<file path="config.mk">
export PLATFORM = sky130hd
export DESIGN_NAME = sync_fifo_core_flat
export DESIGN_NICKNAME = d
export VERILOG_FILES = /design/src/rtl/sync_fifo_core_if.sv /design/src/rtl/sync_fifo_core.sv /design/src/flat_wrapper.sv
export SDC_FILE = /design/constraint.sdc
export NUM_CORES = 1
export LEC_CHECK = 0
export BUFFER_PORTS_ARGS = -buffer_cell sky130_fd_sc_hd__buf_2
export CAP_MARGIN = 5
export CORE_AREA = 2 2 122 124
export DETAILED_ROUTE_END_ITERATION = 12
export DIE_AREA = 0 0 124 126
export PLACE_DENSITY = 0.35
export SYNTH_ARGS = -nofsm -noshare
export SYNTH_HDL_FRONTEND = slang
export SYNTH_SLANG_ARGS = --single-unit
</file>
<file path="constraint.sdc">
create_clock -name clk -period 7.1 [get_ports clk]
set_input_delay 1.065 -clock clk [delete_from_list [all_inputs] [get_ports clk]]
set_output_delay 1.065 -clock clk [all_outputs]
set_load 0.05 [all_outputs]
</file>
<file path="src/rtl/sync_fifo_core_if.sv">
// rtl/sync_fifo_core_if.sv - push/pop/status bundle between the pin wrapper and sync_fifo_core
interface sync_fifo_core_if #(
    parameter int WIDTH = 8,
    parameter int DEPTH = 8
);
    localparam int CW = $clog2(DEPTH) + 1;

    logic             wr_en;
    logic [WIDTH-1:0] wr_data;
    logic             rd_en;
    logic             clr_err;
    logic [WIDTH-1:0] rd_data;
    logic             rd_valid;
    logic             full;
    logic             empty;
    logic             almost_full;
    logic [CW-1:0]    count;
    logic             overflow;
    logic             underflow;

    modport master (
        output wr_en, wr_data, rd_en, clr_err,
        input  rd_data, rd_valid, full, empty, almost_full, count, overflow, underflow
    );

    modport slave (
        input  wr_en, wr_data, rd_en, clr_err,
        output rd_data, rd_valid, full, empty, almost_full, count, overflow, underflow
    );
endinterface

</file>
<file path="src/rtl/sync_fifo_core.sv">
// rtl/sync_fifo_core.sv - single-clock FIFO with registered read, status flags and sticky error flags
module sync_fifo_core #(
    parameter int WIDTH    = 8,
    parameter int DEPTH    = 8,
    parameter int AF_LEVEL = 6
) (
    input  logic               clk,
    input  logic               rst_n,
    sync_fifo_core_if.slave    bus
);
    localparam int AW = $clog2(DEPTH);
    localparam int PW = AW + 1;

    logic [PW-1:0]    r_wr_ptr;
    logic [PW-1:0]    r_rd_ptr;
    logic [WIDTH-1:0] r_mem [DEPTH];
    logic [WIDTH-1:0] r_rd_data;
    logic             r_rd_valid;
    logic             r_overflow;
    logic             r_underflow;

    logic [AW-1:0]    w_wr_addr;
    logic [AW-1:0]    w_rd_addr;
    logic [PW-1:0]    w_count;
    logic             w_full;
    logic             w_empty;
    logic             w_pop;
    logic             w_push;

    // Status depends only on registered pointers, never on the request inputs.
    always_comb begin
        w_wr_addr = r_wr_ptr[AW-1:0];
        w_rd_addr = r_rd_ptr[AW-1:0];
        w_count   = r_wr_ptr - r_rd_ptr;
        w_empty   = (r_wr_ptr == r_rd_ptr);
        w_full    = (w_wr_addr == w_rd_addr) && (r_wr_ptr[AW] != r_rd_ptr[AW]);
        w_pop     = bus.rd_en && !w_empty;
        w_push    = bus.wr_en && (!w_full || w_pop);
    end

    assign bus.rd_data     = r_rd_data;
    assign bus.rd_valid    = r_rd_valid;
    assign bus.full        = w_full;
    assign bus.empty       = w_empty;
    assign bus.almost_full = (w_count >= PW'(AF_LEVEL));
    assign bus.count       = w_count;
    assign bus.overflow    = r_overflow;
    assign bus.underflow   = r_underflow;

    // Storage is deliberately left out of reset; contents are qualified by the pointers.
    always_ff @(posedge clk) begin
        if (w_push) begin
            r_mem[w_wr_addr] <= bus.wr_data;
        end
    end

    always_ff @(posedge clk or negedge rst_n) begin
        if (!rst_n) begin
            r_wr_ptr    <= '0;
            r_rd_ptr    <= '0;
            r_rd_data   <= '0;
            r_rd_valid  <= 1'b0;
            r_overflow  <= 1'b0;
            r_underflow <= 1'b0;
        end else begin
            r_rd_valid <= w_pop;
            if (w_pop) begin
                r_rd_data <= r_mem[w_rd_addr];
                r_rd_ptr  <= r_rd_ptr + PW'(1);
            end
            if (w_push) begin
                r_wr_ptr <= r_wr_ptr + PW'(1);
            end
            // A new error event in the same cycle as clr_err keeps the flag set.
            if (bus.wr_en && !w_push) begin
                r_overflow <= 1'b1;
            end else if (bus.clr_err) begin
                r_overflow <= 1'b0;
            end
            if (bus.rd_en && w_empty) begin
                r_underflow <= 1'b1;
            end else if (bus.clr_err) begin
                r_underflow <= 1'b0;
            end
        end
    end
endmodule

</file>
<file path="src/flat_wrapper.sv">
// flat-port wrapper written by rule: the top's interface ports become plain ports
module sync_fifo_core_flat 
#(
    parameter int WIDTH    = 8,
    parameter int DEPTH    = 8,
    parameter int AF_LEVEL = 6
)
  (clk, rst_n, bus_wr_en, bus_wr_data, bus_rd_en, bus_clr_err, bus_rd_data, bus_rd_valid, bus_full, bus_empty, bus_almost_full, bus_count, bus_overflow, bus_underflow);
  sync_fifo_core_if #(.WIDTH(WIDTH), .DEPTH(DEPTH)) bus_i ();
  input  logic clk;
  input  logic rst_n;
  input wire logic [$bits(bus_i.wr_en)-1:0] bus_wr_en;
  input wire logic [$bits(bus_i.wr_data)-1:0] bus_wr_data;
  input wire logic [$bits(bus_i.rd_en)-1:0] bus_rd_en;
  input wire logic [$bits(bus_i.clr_err)-1:0] bus_clr_err;
  output wire logic [$bits(bus_i.rd_data)-1:0] bus_rd_data;
  output wire logic [$bits(bus_i.rd_valid)-1:0] bus_rd_valid;
  output wire logic [$bits(bus_i.full)-1:0] bus_full;
  output wire logic [$bits(bus_i.empty)-1:0] bus_empty;
  output wire logic [$bits(bus_i.almost_full)-1:0] bus_almost_full;
  output wire logic [$bits(bus_i.count)-1:0] bus_count;
  output wire logic [$bits(bus_i.overflow)-1:0] bus_overflow;
  output wire logic [$bits(bus_i.underflow)-1:0] bus_underflow;
  assign bus_i.wr_en = bus_wr_en;
  assign bus_i.wr_data = bus_wr_data;
  assign bus_i.rd_en = bus_rd_en;
  assign bus_i.clr_err = bus_clr_err;
  assign bus_rd_data = bus_i.rd_data;
  assign bus_rd_valid = bus_i.rd_valid;
  assign bus_full = bus_i.full;
  assign bus_empty = bus_i.empty;
  assign bus_almost_full = bus_i.almost_full;
  assign bus_count = bus_i.count;
  assign bus_overflow = bus_i.overflow;
  assign bus_underflow = bus_i.underflow;
  sync_fifo_core #(.WIDTH(WIDTH), .DEPTH(DEPTH), .AF_LEVEL(AF_LEVEL)) u_core (.clk(clk), .rst_n(rst_n), .bus(bus_i));
endmodule
</file>
# [Word level (Yosys, flattened, before mapping)]
# Memories as Yosys holds them, arrays and structs flattened. A register that Yosys moved wholly into a read port is not among the register bits.
# Index checks and enable logic that the tools add are counted.
[totals] output_inout_bits=18 n_memories=1 ramBits=64 regBits=11
[mem_list] memory="u_core.r_mem" depth=8 word_bits=8 read_ports=1 rd_ports_with_merged_regs=1 wr=1 line_no="sync_fifo_core.sv:16" text="logic [WIDTH-1:0] r_mem [DEPTH];"
[classes] n_reduce_logical=12 magnitude_cmp=1 add_sub_neg=3 mux=5 eq_ne=3
[op_table] cell="$add A4 B1 Y4 const B" count=2
[op_table] cell="$logic_and A1 B1 Y1" count=5
[op_table] cell="$mux W1" count=5
[op_table] cell="$eq A4 B4 Y1" count=1
[op_table] cell="$ge A4 B3 Y1 const B" count=1
[op_table] cell="$logic_not A1 Y1" count=4
[op_table] cell="$reduce_bool A2 Y1" count=2
[op_table] cell="$sub A4 B4 Y4" count=1
[op_table] cell="$eq A3 B3 Y1" count=1
[op_table] cell="$logic_or A1 B1 Y1" count=1
[op_table] cell="$ne A1 B1 Y1" count=1

# [Logic depth before layout (Yosys ltp)]
[depth] ltp_word=8 ltp_mapped=8

# [Least setup slack after synthesis]
# No wires, ideal clock.
[synth_path] path_kind="flip-flop to output port" start="register u_core.r_wr_ptr[0]" end="output port bus_almost_full" stages_incl_launch_ff=7 required_ps=6035 path_buffers=0 slack_ps=3442 t_arrival_ps=2593 path_cell_list="dfrtp_1 -> inv_1 -> ha_1 -> fa_1 -> xnor2_1 -> nand2_1 -> o21ai_0"
[synth_via] elab_chain_len=2
[synth_rtl] element="start, declared" line_no="sync_fifo_core.sv:14" text="logic [PW-1:0] r_wr_ptr;"
[synth_rtl] element="start signal, assigned" line_no="sync_fifo_core.sv:72" text="r_wr_ptr <= r_wr_ptr + PW'(1);"
[synth_rtl] element="$sub A4 B4 Y4" line_no="sync_fifo_core.sv:34" text="w_count = r_wr_ptr - r_rd_ptr;"
[synth_rtl] element="via bus_count[2]" line_no="flat_wrapper.sv:21" text="output wire logic [$bits(bus_i.count)-1:0] bus_count;"
[synth_rtl] element="$ge A4 B3 Y1" line_no="sync_fifo_core.sv:45" text="assign bus.almost_full = (w_count >= PW'(AF_LEVEL));"
[synth_rtl] element="end, declared" line_no="flat_wrapper.sv:20" text="output wire logic [$bits(bus_i.almost_full)-1:0] bus_almost_full;"
# The timed path passes the listed nets, and every way through them passes these cells.

# [Worst setup path after layout]
[layout_path] start="register u_core.r_rd_ptr[0]" end="output port bus_almost_full"
[layout_via] elab_chain_len=2
[layout_rtl] element="start, declared" line_no="sync_fifo_core.sv:15" text="logic [PW-1:0] r_rd_ptr;"
[layout_rtl] element="start signal, assigned" line_no="sync_fifo_core.sv:69" text="r_rd_ptr <= r_rd_ptr + PW'(1);"
[layout_rtl] element="$sub A4 B4 Y4" line_no="sync_fifo_core.sv:34"
[layout_rtl] element="$ge A4 B3 Y1" line_no="sync_fifo_core.sv:45"
# Every way passes these cells.

==> flow_summary.yaml <==
yosys:
  ys.warnings.count: 0
  syn-num-nets: 239
  synth-edff-count: 64
  yosysMostFrequentCell: "edfxtp_1"
  ys_seq_area_share_pct: 70.62
  ys_async_sr_fraction_pct: 22.89
  netlist.area_leader.share_pct: 56.62
  synth.area.top_cells: "edfxtp_1 (57%), dfrtp_1 (14%), mux2_2 (5.3%)"
  synth-seq-cells: 83
  netlist_instances: 220
  synth_top_area_cell: "edfxtp_1"
  ys_types: 32
  avgSynthCellArea_sq_um: 15.43
  synth_flop_cell: "edfxtp_1"
  synth_commonest_cells: "edfxtp_1 (64), dfrtp_1 (19), mux2_2 (16), mux2i_1 (16), nand2_1 (16)"
  syn-cell-area_sq_um: 3395
timing:
  final.period_utilization_pct: 47.55
  fin_setup_tns_ns: 0
  fmax_mhz: 296.2
  relSlewSlack_pct: 30.57
  rsz0062_at_grt: "no"
  finalSetupViolations: 0
  tightest_slew_ns: 1.038
  finalHoldViolCount: 0
  drv_slew: 0
  finalClockSkew_ns: 0.005920
  finalCriticalPeriod_ns: 3.376
floorplan:
  start_util_pct: 23.72
  rows: 44
  core_sq_um: 14310
  die_area_sq_um: 15620
  die_x_microns: 124
  die-height_microns: 126
  pin_count: 31
placement:
  place.gp.congestion: 0.6499
  port_buffers: 30
  dp_hpwl_microns: 4829
global_route:
  grt_pass1_vias: 1924
  grt_pass1_wl_microns: 11610
  overflow: 0
  grt_usage_pct: 10.64
  antenna_found_initial: 0
  grt_max_degree: 37
worst_setup_path:
  rr_startpoint: "u_core.r_rd_ptr[0]"
  cp.required_ns: 6.03
  crit_fanout: 36
  setup.worst_path.class: "reg -> out"
  start_kind: "flop"
  arrival_ns: 2.31
  startpoint: "u_core.r_rd_ptr[0]"
  critPathCaptureType: "output pin"
layout:
  nets: 279
  drive_above_1_share_pct: 27.27
  n_antenna_cell: 0
  areaGrowthSynthToFinish_pct: 20.68
detailed_routing:
  route.detailed.wl_per_inst_microns: 16.94
  final_antenna_net_count: 0
  drcViolationCount: 0
  dr.pass1.iters: 4
  viasPerCell: 4.243
  routed_wl_microns: 7589
  via_count: 1901
  drtIter0Drc: 111
clocking:
  cts-root-buf: "clkbuf_16"
  cts.path.max_buffers: 2
  path_clk_slew_ns: 0.06
  cts_hold_buf: 0
  cts_inserted_buffers: 9
  clk_latency_ns: 0.33
  htree_num_levels: 3
  postCtsSetupBuffers: 0
  cts_resized: 0
  cts_sinks: 83
  cts_tree: "built"
run:
  cap_viol_max_count: 0
hold_path:
  hold_class: "reg -> reg"
  min_from: "u_core.bus.rd_data[6]"
outcome:
  outcome: "completed"
flip-flops by register name, indices dropped and copies added (netlist names):
signal	flops
u_core.bus.rd_valid	1
u_core.r_rd_ptr	4
u_core.r_mem	64
u_core.bus.underflow	1
u_core.bus.overflow	1
u_core.r_wr_ptr	4
u_core.bus.rd_data	8
cells by family after synthesis:
logic type | Yosys count | share of synthesized area, %
flip-flops | 83 | 70.62
AND/OR/NAND/NOR | 40 | 5.308
multiplexers | 33 | 10.47
AO/OA/AOI/OAI | 32 | 6.524
buffers and inverters | 17 | 2.322
XOR/XNOR | 9 | 2.322
adder cells (fa/ha/maj) | 6 | 2.433
layer usage:
layer | track usage (%) | share of wire (%) | vias to the layer above
met2 | 16.10 | 48 | 44
met1 | 14.64 | 47 | 946
met4 | 3.966 | 0.84 | 0
li1 | - | - | 907
met5 | 0 | 0 | -
met3 | 2.717 | 4.3 | 4
worst max-delay path, stage by stage, from the launching register on:
cell and delay (ns):
dfrtp_1 0.32, buf_4 0.47, ha_1 0.29, fa_1 0.41
inv_1 0.08, nand2_1 0.04, o21ai_0 0.06, buf_2 0.28
final timing paths:
path / depth (start not counted) / slack [ns] / endpoint
worst max-delay path: 7 / 3.72 / bus_almost_full
worst min-delay path: 2 / 0.47 / u_core.bus.rd_data[6]
worst max register to register: 5 / 4.36 / u_core.r_mem[5][7]
worst min register to register: 2 / 0.47 / u_core.bus.rd_data[6]
max in group asynchronous: 1 / 6.06 / u_core.bus.rd_data[0]
min in group asynchronous: 1 / 0.69 / u_core.bus.overflow
cell usage in the layout (no fill, tap or decap):
cell       Yosys  routed
mux2_4         1       1
xor2_1         2       2
nor3_2         0       1
nor2b_1        2       2
nor3_1         5       4
clkinv_1       0       2
buf_2          3      30
nand2_2        1       1
ha_1           5       5
or3_1          1       1
nor2_1         7       7
inv_1          9       9
clkbuf_16      0       9
nor4_2         0       1
clkinv_2       0       1
nand4_1        1       1
fa_1           1       1
o31ai_2        1       1
clkinv_4       0       1
edfxtp_1      64      64
o221ai_1       8       8
a22oi_1        8       8
o21ai_2        1       1
inv_2          1       1
nand2_1       16      16
o21ai_0       13      13
bufinv_16      0       2
nand3_1        5       5
xnor2_1        7       7
dfrtp_1       19      19
and3_1         1       1
a21oi_1        1       1
mux2i_1       16      16
mux2_2        16      16
buf_4          1       6
stage by stage:
stage | worst slack [ns] | cells | util (%) | cell area (sq um) | hold slack (ns)
3_5_place_dp | 4.052 | 433 | 26.48 | 3790 | 0.4649
3_3_place_gp | 4.062 | 433 | 26.48 | 3790 | 0.4550
2_1_floorplan | 3.442 | 220 | - | 3395 | 0.4977
5_1_grt | 3.545 | 448 | 28.62 | 4096 | 0.5189
4_1_cts | 3.683 | 448 | 28.62 | 4096 | 0.4796
6_report | 3.724 | 448 | 28.62 | 4096 | 0.4730
cell type report:
type                       count  area [sq um]
multi-input combinational    120         929.6
sequential                    83          2397
clock inverter                 6         81.33
inverter                      10         37.54
tap                          184         230.2
timing repair buffer          36         195.2
clock buffer                   9         225.2
fill                        1465         10220
Power is not shown: default switching activity piles up to over one toggle a cycle in this logic, so the estimate is an artifact.
